--- src/rtl/uart_pia_ctrl.sv ---
// Apple 1 PIA-style register window (D010-D013) in front of the USB UART:
// RX FIFO with overrun and CTS, TX holding register and TX sequencer.
// Optional feature: define PIA_UART_CRLF_EN to follow every transmitted CR with an LF.
module uart_pia_ctrl #(
  parameter int unsigned DEPTH     = 8,
  parameter int unsigned CTS_LEVEL = 6
) (
  input  logic       clk,
  input  logic       rst,
  input  logic       stb,
  input  logic       cs,
  input  logic [1:0] addr,
  input  logic       we,
  input  logic [7:0] wdata,
  output logic [7:0] rdata,
  input  logic       rx_valid,
  input  logic [7:0] rx_data,
  input  logic       rx_busy,
  input  logic       tx_busy,
  output logic       tx_start,
  output logic [7:0] tx_data,
  output logic       cts
);

  localparam int unsigned PTR_W = (DEPTH > 1) ? $clog2(DEPTH) : 1;
  localparam int unsigned CNT_W = 4;
  localparam int unsigned TO_W  = 2;
  localparam logic [CNT_W-1:0] FULL_CNT = CNT_W'(DEPTH);
  localparam logic [CNT_W-1:0] CTS_CNT  = CNT_W'(CTS_LEVEL);
  localparam logic [TO_W-1:0]  TO_LAST  = TO_W'(3);

  typedef enum logic [2:0] {
    TX_IDLE,
    TX_START,
    TX_WAIT_HI,
`ifdef PIA_UART_CRLF_EN
    TX_WAIT_LO,
    TX_LF
`else
    TX_WAIT_LO
`endif
  } tx_state_t;

  logic [6:0]       mem [DEPTH];
  logic [PTR_W-1:0] wr_ptr;
  logic [PTR_W-1:0] rd_ptr;
  logic [CNT_W-1:0] count;
  logic             overrun;
  logic [6:0]       hold;
  logic             hold_full;
  tx_state_t        state;
  logic [TO_W-1:0]  to_cnt;
`ifdef PIA_UART_CRLF_EN
  logic             last_cr;
`endif

  logic       rd_acc;
  logic       wr_acc;
  logic       empty;
  logic       full;
  logic       pop;
  logic       push;
  logic       ovr_evt;
  logic       tx_pending;
  logic [7:0] rd_mux;
  logic       unused_bits;

  assign rd_acc      = stb & cs & ~we;
  assign wr_acc      = stb & cs & we;
  assign empty       = (count == '0);
  assign full        = (count == FULL_CNT);
  assign pop         = rd_acc & (addr == 2'd0) & ~empty;
  // A pop in the same cycle frees the slot, so a full FIFO still accepts the byte.
  assign push        = rx_valid & (~full | pop);
  assign ovr_evt     = rx_valid & full & ~pop;
  assign tx_pending  = hold_full | (state != TX_IDLE);
  assign unused_bits = ^{rx_data[7], wdata[7]};

  always_comb begin
    rd_mux = 8'h00;
    case (addr)
      2'd0:    rd_mux = empty ? 8'h00 : {1'b1, mem[rd_ptr]};
      2'd1:    rd_mux = {~empty, 7'b0};
      2'd2:    rd_mux = {tx_pending, 7'b0};
      default: rd_mux = {overrun, 3'b0, count};
    endcase
  end

  always_ff @(posedge clk) begin
    if (push) mem[wr_ptr] <= rx_data[6:0];
  end

  // FIFO bookkeeping, overrun flag, read data and CTS
  always_ff @(posedge clk or posedge rst) begin
    if (rst) begin
      wr_ptr  <= '0;
      rd_ptr  <= '0;
      count   <= '0;
      overrun <= 1'b0;
      rdata   <= 8'h00;
      cts     <= 1'b0;
    end else begin
      if (push) wr_ptr <= wr_ptr + PTR_W'(1);
      if (pop)  rd_ptr <= rd_ptr + PTR_W'(1);
      case ({push, pop})
        2'b10:   count <= count + CNT_W'(1);
        2'b01:   count <= count - CNT_W'(1);
        default: count <= count;
      endcase
      if (ovr_evt)
        overrun <= 1'b1;
      else if (rd_acc && (addr == 2'd3))
        overrun <= 1'b0;
      if (rd_acc) rdata <= rd_mux;
      cts <= rx_busy | (count >= CTS_CNT);
    end
  end

  // TX sequencer; a bus write lands after the FSM so it wins over the clear in TX_START
  always_ff @(posedge clk or posedge rst) begin
    if (rst) begin
      state     <= TX_IDLE;
      hold      <= 7'h00;
      hold_full <= 1'b0;
      to_cnt    <= '0;
      tx_start  <= 1'b0;
      tx_data   <= 8'h00;
`ifdef PIA_UART_CRLF_EN
      last_cr   <= 1'b0;
`endif
    end else begin
      tx_start <= 1'b0;
      case (state)
        TX_IDLE: begin
          if (hold_full && !tx_busy) state <= TX_START;
        end
        TX_START: begin
          tx_start  <= 1'b1;
          tx_data   <= {1'b0, hold};
          hold_full <= 1'b0;
          to_cnt    <= '0;
`ifdef PIA_UART_CRLF_EN
          last_cr   <= (hold == 7'h0D);
`endif
          state     <= TX_WAIT_HI;
        end
        TX_WAIT_HI: begin
          // The UART may never report busy; give up after four cycles.
          if (tx_busy || (to_cnt == TO_LAST))
            state <= TX_WAIT_LO;
          else
            to_cnt <= to_cnt + TO_W'(1);
        end
        TX_WAIT_LO: begin
          if (!tx_busy) begin
`ifdef PIA_UART_CRLF_EN
            state <= last_cr ? TX_LF : TX_IDLE;
`else
            state <= TX_IDLE;
`endif
          end
        end
`ifdef PIA_UART_CRLF_EN
        TX_LF: begin
          if (!tx_busy) begin
            tx_start <= 1'b1;
            tx_data  <= 8'h0A;
            last_cr  <= 1'b0;
            to_cnt   <= '0;
            state    <= TX_WAIT_HI;
          end
        end
`endif
        default: state <= TX_IDLE;
      endcase
      if (wr_acc && (addr == 2'd2)) begin
        hold      <= wdata[6:0];
        hold_full <= 1'b1;
      end
    end
  end

endmodule

--- config.mk ---
export PLATFORM = sky130hd
export DESIGN_NAME = uart_pia_ctrl
export DESIGN_NICKNAME = d
export VERILOG_FILES = /design/src/rtl/uart_pia_ctrl.sv
export SDC_FILE = /design/constraint.sdc
export NUM_CORES = 1
export LEC_CHECK = 0
export BUFFER_PORTS_ARGS = -buffer_cell sky130_fd_sc_hd__buf_2
export CAP_MARGIN = 20
export CORE_ASPECT_RATIO = 0.7
export CORE_UTILIZATION = 40
export DETAILED_ROUTE_END_ITERATION = 10
export PLACE_DENSITY_LB_ADDON = 0.3
export SLEW_MARGIN = 25
export SYNTH_ARGS = -nofsm -noshare
export SYNTH_HDL_FRONTEND = slang
export SYNTH_SLANG_ARGS = --single-unit
--- constraint.sdc ---
create_clock -name clk -period 2.4 [get_ports clk]
set_clock_uncertainty 0.05 [all_clocks]
set_input_delay 0.24 -clock clk [delete_from_list [all_inputs] [get_ports clk]]
set_output_delay 0.24 -clock clk [all_outputs]
set_load 0.02 [all_outputs]
# ---- Word level (Yosys, flattened, before mapping)
# Memory sizes are Yosys's and may differ from the RTL's.
# Index checks and enable logic that the tools add are counted.
dict set report op_classes {
  magnitude_cmp 1
  bitwise 15
  add_sub_neg 5
  n_eq_ne 14
  n_reduce_logical 15
  mux 16
}
# operator n
set op_table {}
lappend op_table {{$pmux W8 S3} 1}
lappend op_table {{$pmux W3 S4} 1}
lappend op_table {{$mux W3} 3}
lappend op_table {{$and A1 B1 Y1} 8}
lappend op_table {{$eq A2 B2 Y1 const B} 4}
lappend op_table {{$mux W8} 1}
lappend op_table {{$ne A2 B2 Y1 const B} 4}
lappend op_table {{$pmux W4 S2} 1}
lappend op_table {{$reduce_bool A2 Y1} 4}
lappend op_table {{$mux W1} 7}
lappend op_table {{$add A3 B1 Y3 const B} 2}
lappend op_table {{$eq A3 B2 Y1 const B} 2}
lappend op_table {{$add A4 B1 Y4 const B} 1}
lappend op_table {{$eq A2 B1 Y1 const B} 2}
lappend op_table {{$eq A4 B4 Y1 const B} 1}
lappend op_table {{$ge A4 B3 Y1 const B} 1}
lappend op_table {{$logic_not A4 Y1} 1}
lappend op_table {{$not A1 Y1} 4}
lappend op_table {{$pmux W2 S2} 1}
lappend op_table {{$sub A4 B1 Y4 const B} 1}
lappend op_table {{$eq A3 B1 Y1 const B} 1}
lappend op_table {{$logic_and A1 B1 Y1} 3}
lappend op_table {{$logic_not A3 Y1} 1}
lappend op_table {{$or A1 B1 Y1} 3}
lappend op_table {{8 further kinds} 8}
dict set report word_totals {
  mem_bits_rw 56
  output_inout_bits 18
  wordCells 79
  memories 1
  regBits 41
  input_bits 26
}
# memory words width rd rd_clocked_by_memory_dff write_ports line
set memory_table {}
lappend memory_table {mem 8 7 1 0 1 44} ;# logic [6:0] mem [DEPTH];

# ---- Logic depth before layout (Yosys ltp)
dict set report depth {
  word_depth 8
  mapped_depth 9
  depth_no_buf 8
}

# ---- Least setup slack after synthesis
# OpenSTA, ideal clock, no wires.
dict set report synth_path {
  path_kind {input port to flip-flop}
  start {input port we}
  end {memory mem[0][0], enable pin}
  path_buffers 1
  cell_stages 5
  setup_slack_ps 199
  t_arrival_ps 1761
  required_time_ps 1960
  setup_time_ps 390
  path_cell_list {nand3b_1 > clkbuf_1 > nor2_2 > o21ai_4 > nor4_1}
}
dict set report synth_between {
  elab_chain_cells 8
}
# element line
set synth_lines {}
lappend synth_lines {{start, declared} 13} ;# input logic we,
lappend synth_lines {{$not A1 Y1} 68} ;# assign rd_acc = stb & cs & ~we;
lappend synth_lines {{$and A1 B1 Y1} 68}
lappend synth_lines {{$and A1 B1 Y1 (2 in series)} 72} ;# assign pop = rd_acc & (addr == 2'd0) & ~empty;
lappend synth_lines {{$or A1 B1 Y1} 74} ;# assign push = rx_valid & (~full | pop);
lappend synth_lines {{$and A1 B1 Y1} 74}
lappend synth_lines {{$mux W1} 90} ;# if (push) mem[wr_ptr] <= rx_data[6:0];
lappend synth_lines {{$mux W1 (implied by the code)} 90}
lappend synth_lines {{end, declared} 44}
# No other way between the ends.

# ---- Worst setup path in the final report
dict set report layout_path {
  start {register count[1]}
  end {memory mem[7][4], enable pin}
}
dict set report layout_between {
  elab_chain_cells 7
  elab_cells_between_ends 9
  classes_between {eq/ne: 1; mux: 2; bitwise: 5; reduce/logical: 1}
}
# element line
set layout_lines {}
lappend layout_lines {{start, declared} 47} ;# logic [CNT_W-1:0] count;
lappend layout_lines {{start signal, assigned} 106} ;# 2'b10: count <= count + CNT_W'(1);
lappend layout_lines {{start signal, assigned} 107} ;# 2'b01: count <= count - CNT_W'(1);
lappend layout_lines {{start signal, assigned} 108} ;# default: count <= count;
lappend layout_lines {{$logic_not A4 Y1} 70} ;# assign empty = (count == '0);
lappend layout_lines {{$not A1 Y1} 72}
lappend layout_lines {{$and A1 B1 Y1} 72}
lappend layout_lines {{$or A1 B1 Y1 *} 74}
lappend layout_lines {{$and A1 B1 Y1 *} 74}
lappend layout_lines {{$mux W1 *} 90}
lappend layout_lines {{$mux W1 (implied by the code) *} 90}
# Mark *: on every way between the ends. The rest lies on a longest branch, timed or not.

==> summary.txt <==
Pwr
  – Peak supply drop: 0.552 mV
  – PD cells: 1140 mW/mm2
  – Internal power: 3840 uW
  – Total power: 5490 uW
  – Clk pwr share: 27.6%
  – Switch share: 30.2%
  – P_sw: 1660 uW
  – Sequential share of power: 44.4%
  – Leakage: 0.00187 uW
  – Combinational Power Share: 28.0%

Clock tree
  – Clk sinks: 96
  – Root buf cell: clkbuf_16
  – Clock Tree Buf Depth: 2
  – Clk Latency, worst-skew pair: 0.34 ns
  – Post-CTS sizing: 0
  – CTS Hold Buffers Added: 1
  – H-tree levels: 3
  – Post-CTS Setup Inserts: 0
  – CTS tree: built
  – Total CTS buffers: 9
  – Clock transition at the registers of the reported paths: 0.06 ns

Synthesis
  – Seq/Total Area, Yosys: 65.5%
  – Synthesized netlist net count: 288
  – Area leader, netlist: edfxtp_1
  – Seq cells post-synth: 96
  – Ys async rst share: 41.7%
  – Count leader, synth: edfxtp_1
  – Netlist cell types: 45
  – Syn Std Cell Area: 0.00410 mm2
  – Synth Area per Inst: 16.1 um2
  – Synth top area cells: edfxtp_1 (41%), dfrtp_1 (24%), mux4_2 (7.7%)
  – Share of the synthesized area in the top cell type: 41.1%
  – Commonest cells post-synth: edfxtp_1 (56), dfrtp_1 (40), mux2_2 (19)
  – Synthesis warning total: 0
  – EDFF count, synth: 56
  – Main flop type after synthesis: edfxtp_1
  – Synth Instances: 254

Route
  – Pre-Repair DR Iteration Count: 4
  – DRC: 0
  – Drt wl/cell: 17.2 um
  – Final WL: 7540 um
  – Antenna Nets Post-Route: 0
  – Number of vias in the routed layout: 2,259
  – DR vias/cell: 5.15
  – DRT iter0 DRCs: 126

Setup path
  – Worst reg2reg path depth: 3
  – Worst path required time: 2.38 ns
  – Critical register-to-register path startpoint: count[1]
  – Critical Path AT: 2.11 ns
  – CP max stage cell: or4b_4
  – Crit start category: flop
  – Critical path peak fanout: 11
  – Critical path class: flop to flop
  – End of the worst register-to-register path: mem[7][4]
  – Worst path max stage delay: 0.63 ns
  – Worst path cell trace: or4b_4, o211ai_1, nor2_1
  – Setup crit end kind: flop
  – R2R Setup Slk: 0.27 ns

Die
  – Initial core utilization: 41.7%
  – Die area: 0.0107 mm2
  – Die Width: 123 um
  – FP Rows: 30
  – Die height: 86.7 um
  – # IOs: 44
  – CORE AREA: 0.00983 mm2

Global route
  – Vias in the first global route: 2,326
  – GRT Resource Usage Total: 16.2%
  – Initial antenna violation count: 0
  – First-pass GRT wire length: 12,400 um
  – Total gr overflow: 0
  – Largest net degree at the start of global routing: 41

Final layout
  – Area grow syn2layout: 17.2%
  – Layout cells sized above 1: 36.7%
  – Antenna Cells: 0
  – Filler cells: 877
  – Area of the multi-input gates: 0.00130 mm2
  – Register area: 0.00268 mm2
  – Nets: 340

Timing
  – Fin. Hold Viols: 0
  – Slew HR: 42.3%
  – # setup viols final: 0
  – Max Transition Viols Final: 0
  – Setup TNS: 0 ns
  – Setup repair after global routing missed its margin: false
  – Final Cycle Share: 88.9%
  – Worst Tran Pin Value: 0.863 ns
  – Final critical-path required period: 2.13 ns
  – Fmax: 0.469 GHz

Flow run
  – Max-cap violation count: 0

Worst hold path
  – Hold Crit Class: input port to flop
  – Endpoint, Worst Hold: cts
  – Hold depth: 2
  – HP Start: rx_busy

Placed design
  – Routability congestion estimate: 0.760
  – DP Wirelength: 5160 um
  – # port buffers: 40

Status
  – Status: completed
-- kinds of logic after synthesis --
family / synth area share (%)
DFF: 65.5
and+or+nand+nor: 6.41
muxes: 16.0
AOI/OAI and AO/OA: 5.35
buffers and inverters: 2.75
adders and majority gates: 2.44
xor gates and xnor gates: 1.50
other: 0.0915
-- placed cells by master, fill, tap and decap left out, types with 3 or more instances in the layout --
| cell | instances |
|---|---|
| nand3_1 | 5 |
| buf_2 | 40 |
| clkbuf_16 | 9 |
| nor3_1 | 8 |
| dfrtp_1 | 40 |
| buf_4 | 15 |
| mux2i_1 | 11 |
| mux2_2 | 19 |
| o21ai_0 | 9 |
| nor2_1 | 7 |
| o221ai_1 | 4 |
| ha_1 | 8 |
| xnor2_1 | 5 |
| nand2_1 | 16 |
| inv_1 | 4 |
| mux4_2 | 14 |
| nor2b_1 | 3 |
| edfxtp_1 | 56 |
-- per-stage QoR --
step / std cells / hold slack, ns / setup slack [ns] / cell area (um2) / utilization [%]
5_1_grt: 439 / 0.0488 / 0.109 / 4800 / 48.8
3_3_place_gp: 422 / 0.341 / 0.199 / 4470 / 45.5
2_1_floorplan: 254 / 0.289 / 0.199 / 4100 / -
3_5_place_dp: 422 / 0.350 / 0.158 / 4470 / 45.5
4_1_cts: 439 / 0.0338 / 0.231 / 4800 / 48.8
6_report: 439 / 0.0469 / 0.266 / 4800 / 48.8
-- routing by layer --
layer / track usage (%) / share of wire, % / vias up
met5: 0 / 0 / -
met1: 22.5 / 48 / 1154
met3: 4.74 / 4.2 / 5
met4: 4.99 / 0.68 / 0
met2: 24.7 / 47 / 32
li1: - / - / 1068
-- state kept, by name, summed over array words and instances (netlist names) --
| signal | count |
|---|---|
| to_cnt | 2 |
| hold_full | 1 |
| overrun | 1 |
| mem | 56 |
| hold | 7 |
| cts | 1 |
| rd_ptr | 3 |
| state | 2 |
| count | 4 |
| tx_data | 7 |
| rdata | 8 |
| wr_ptr | 3 |
| tx_start | 1 |
-- power by group through the flow --
| stage | Sequential (uW) | Combinational [uW] | Clock (uW) |
|---|---|---|---|
| floorplan | 2470 | 1120 | 0 |
| finish | 2440 | 1540 | 1520 |
| global placement | 2460 | 1540 | 0 |
| detailed placement | 2470 | 1570 | 0 |
| CTS | 2440 | 1570 | 1560 |
| global route | 2490 | 1710 | 1610 |
-- worst max-delay path by stage --
stage / from / endpoint / slack, ns / cells after the start
global route: count[3] / count[2] / 0.11 / 8
floorplan: we / mem[0][0] / 0.20 / 5
finish: count[1] / mem[7][4] / 0.27 / 3
global placement: we / count[2] / 0.20 / 9
CTS: count[1] / mem[7][4] / 0.23 / 3
detailed placement: we / count[2] / 0.16 / 9
-- layout make-up --
class	count	share of cell area, %
Sequential cell	96	55.9
Multi-Input combinational cell	139	27.1
Timing Repair Buffer	56	6.72
Clock buffer	9	4.69
Tap cell	128	3.34
Clock inverter	7	1.98
Inverter	4	0.313
-- worst max-delay path, delay by kind of cell (launching register included) --
family	cells	cell delay [ns]
AOI/OAI and AO/OA	1	0.33
and+or+nand+nor	2	0.92
DFF	1	0.51
Note: power is estimated with default switching activity, not from simulation.
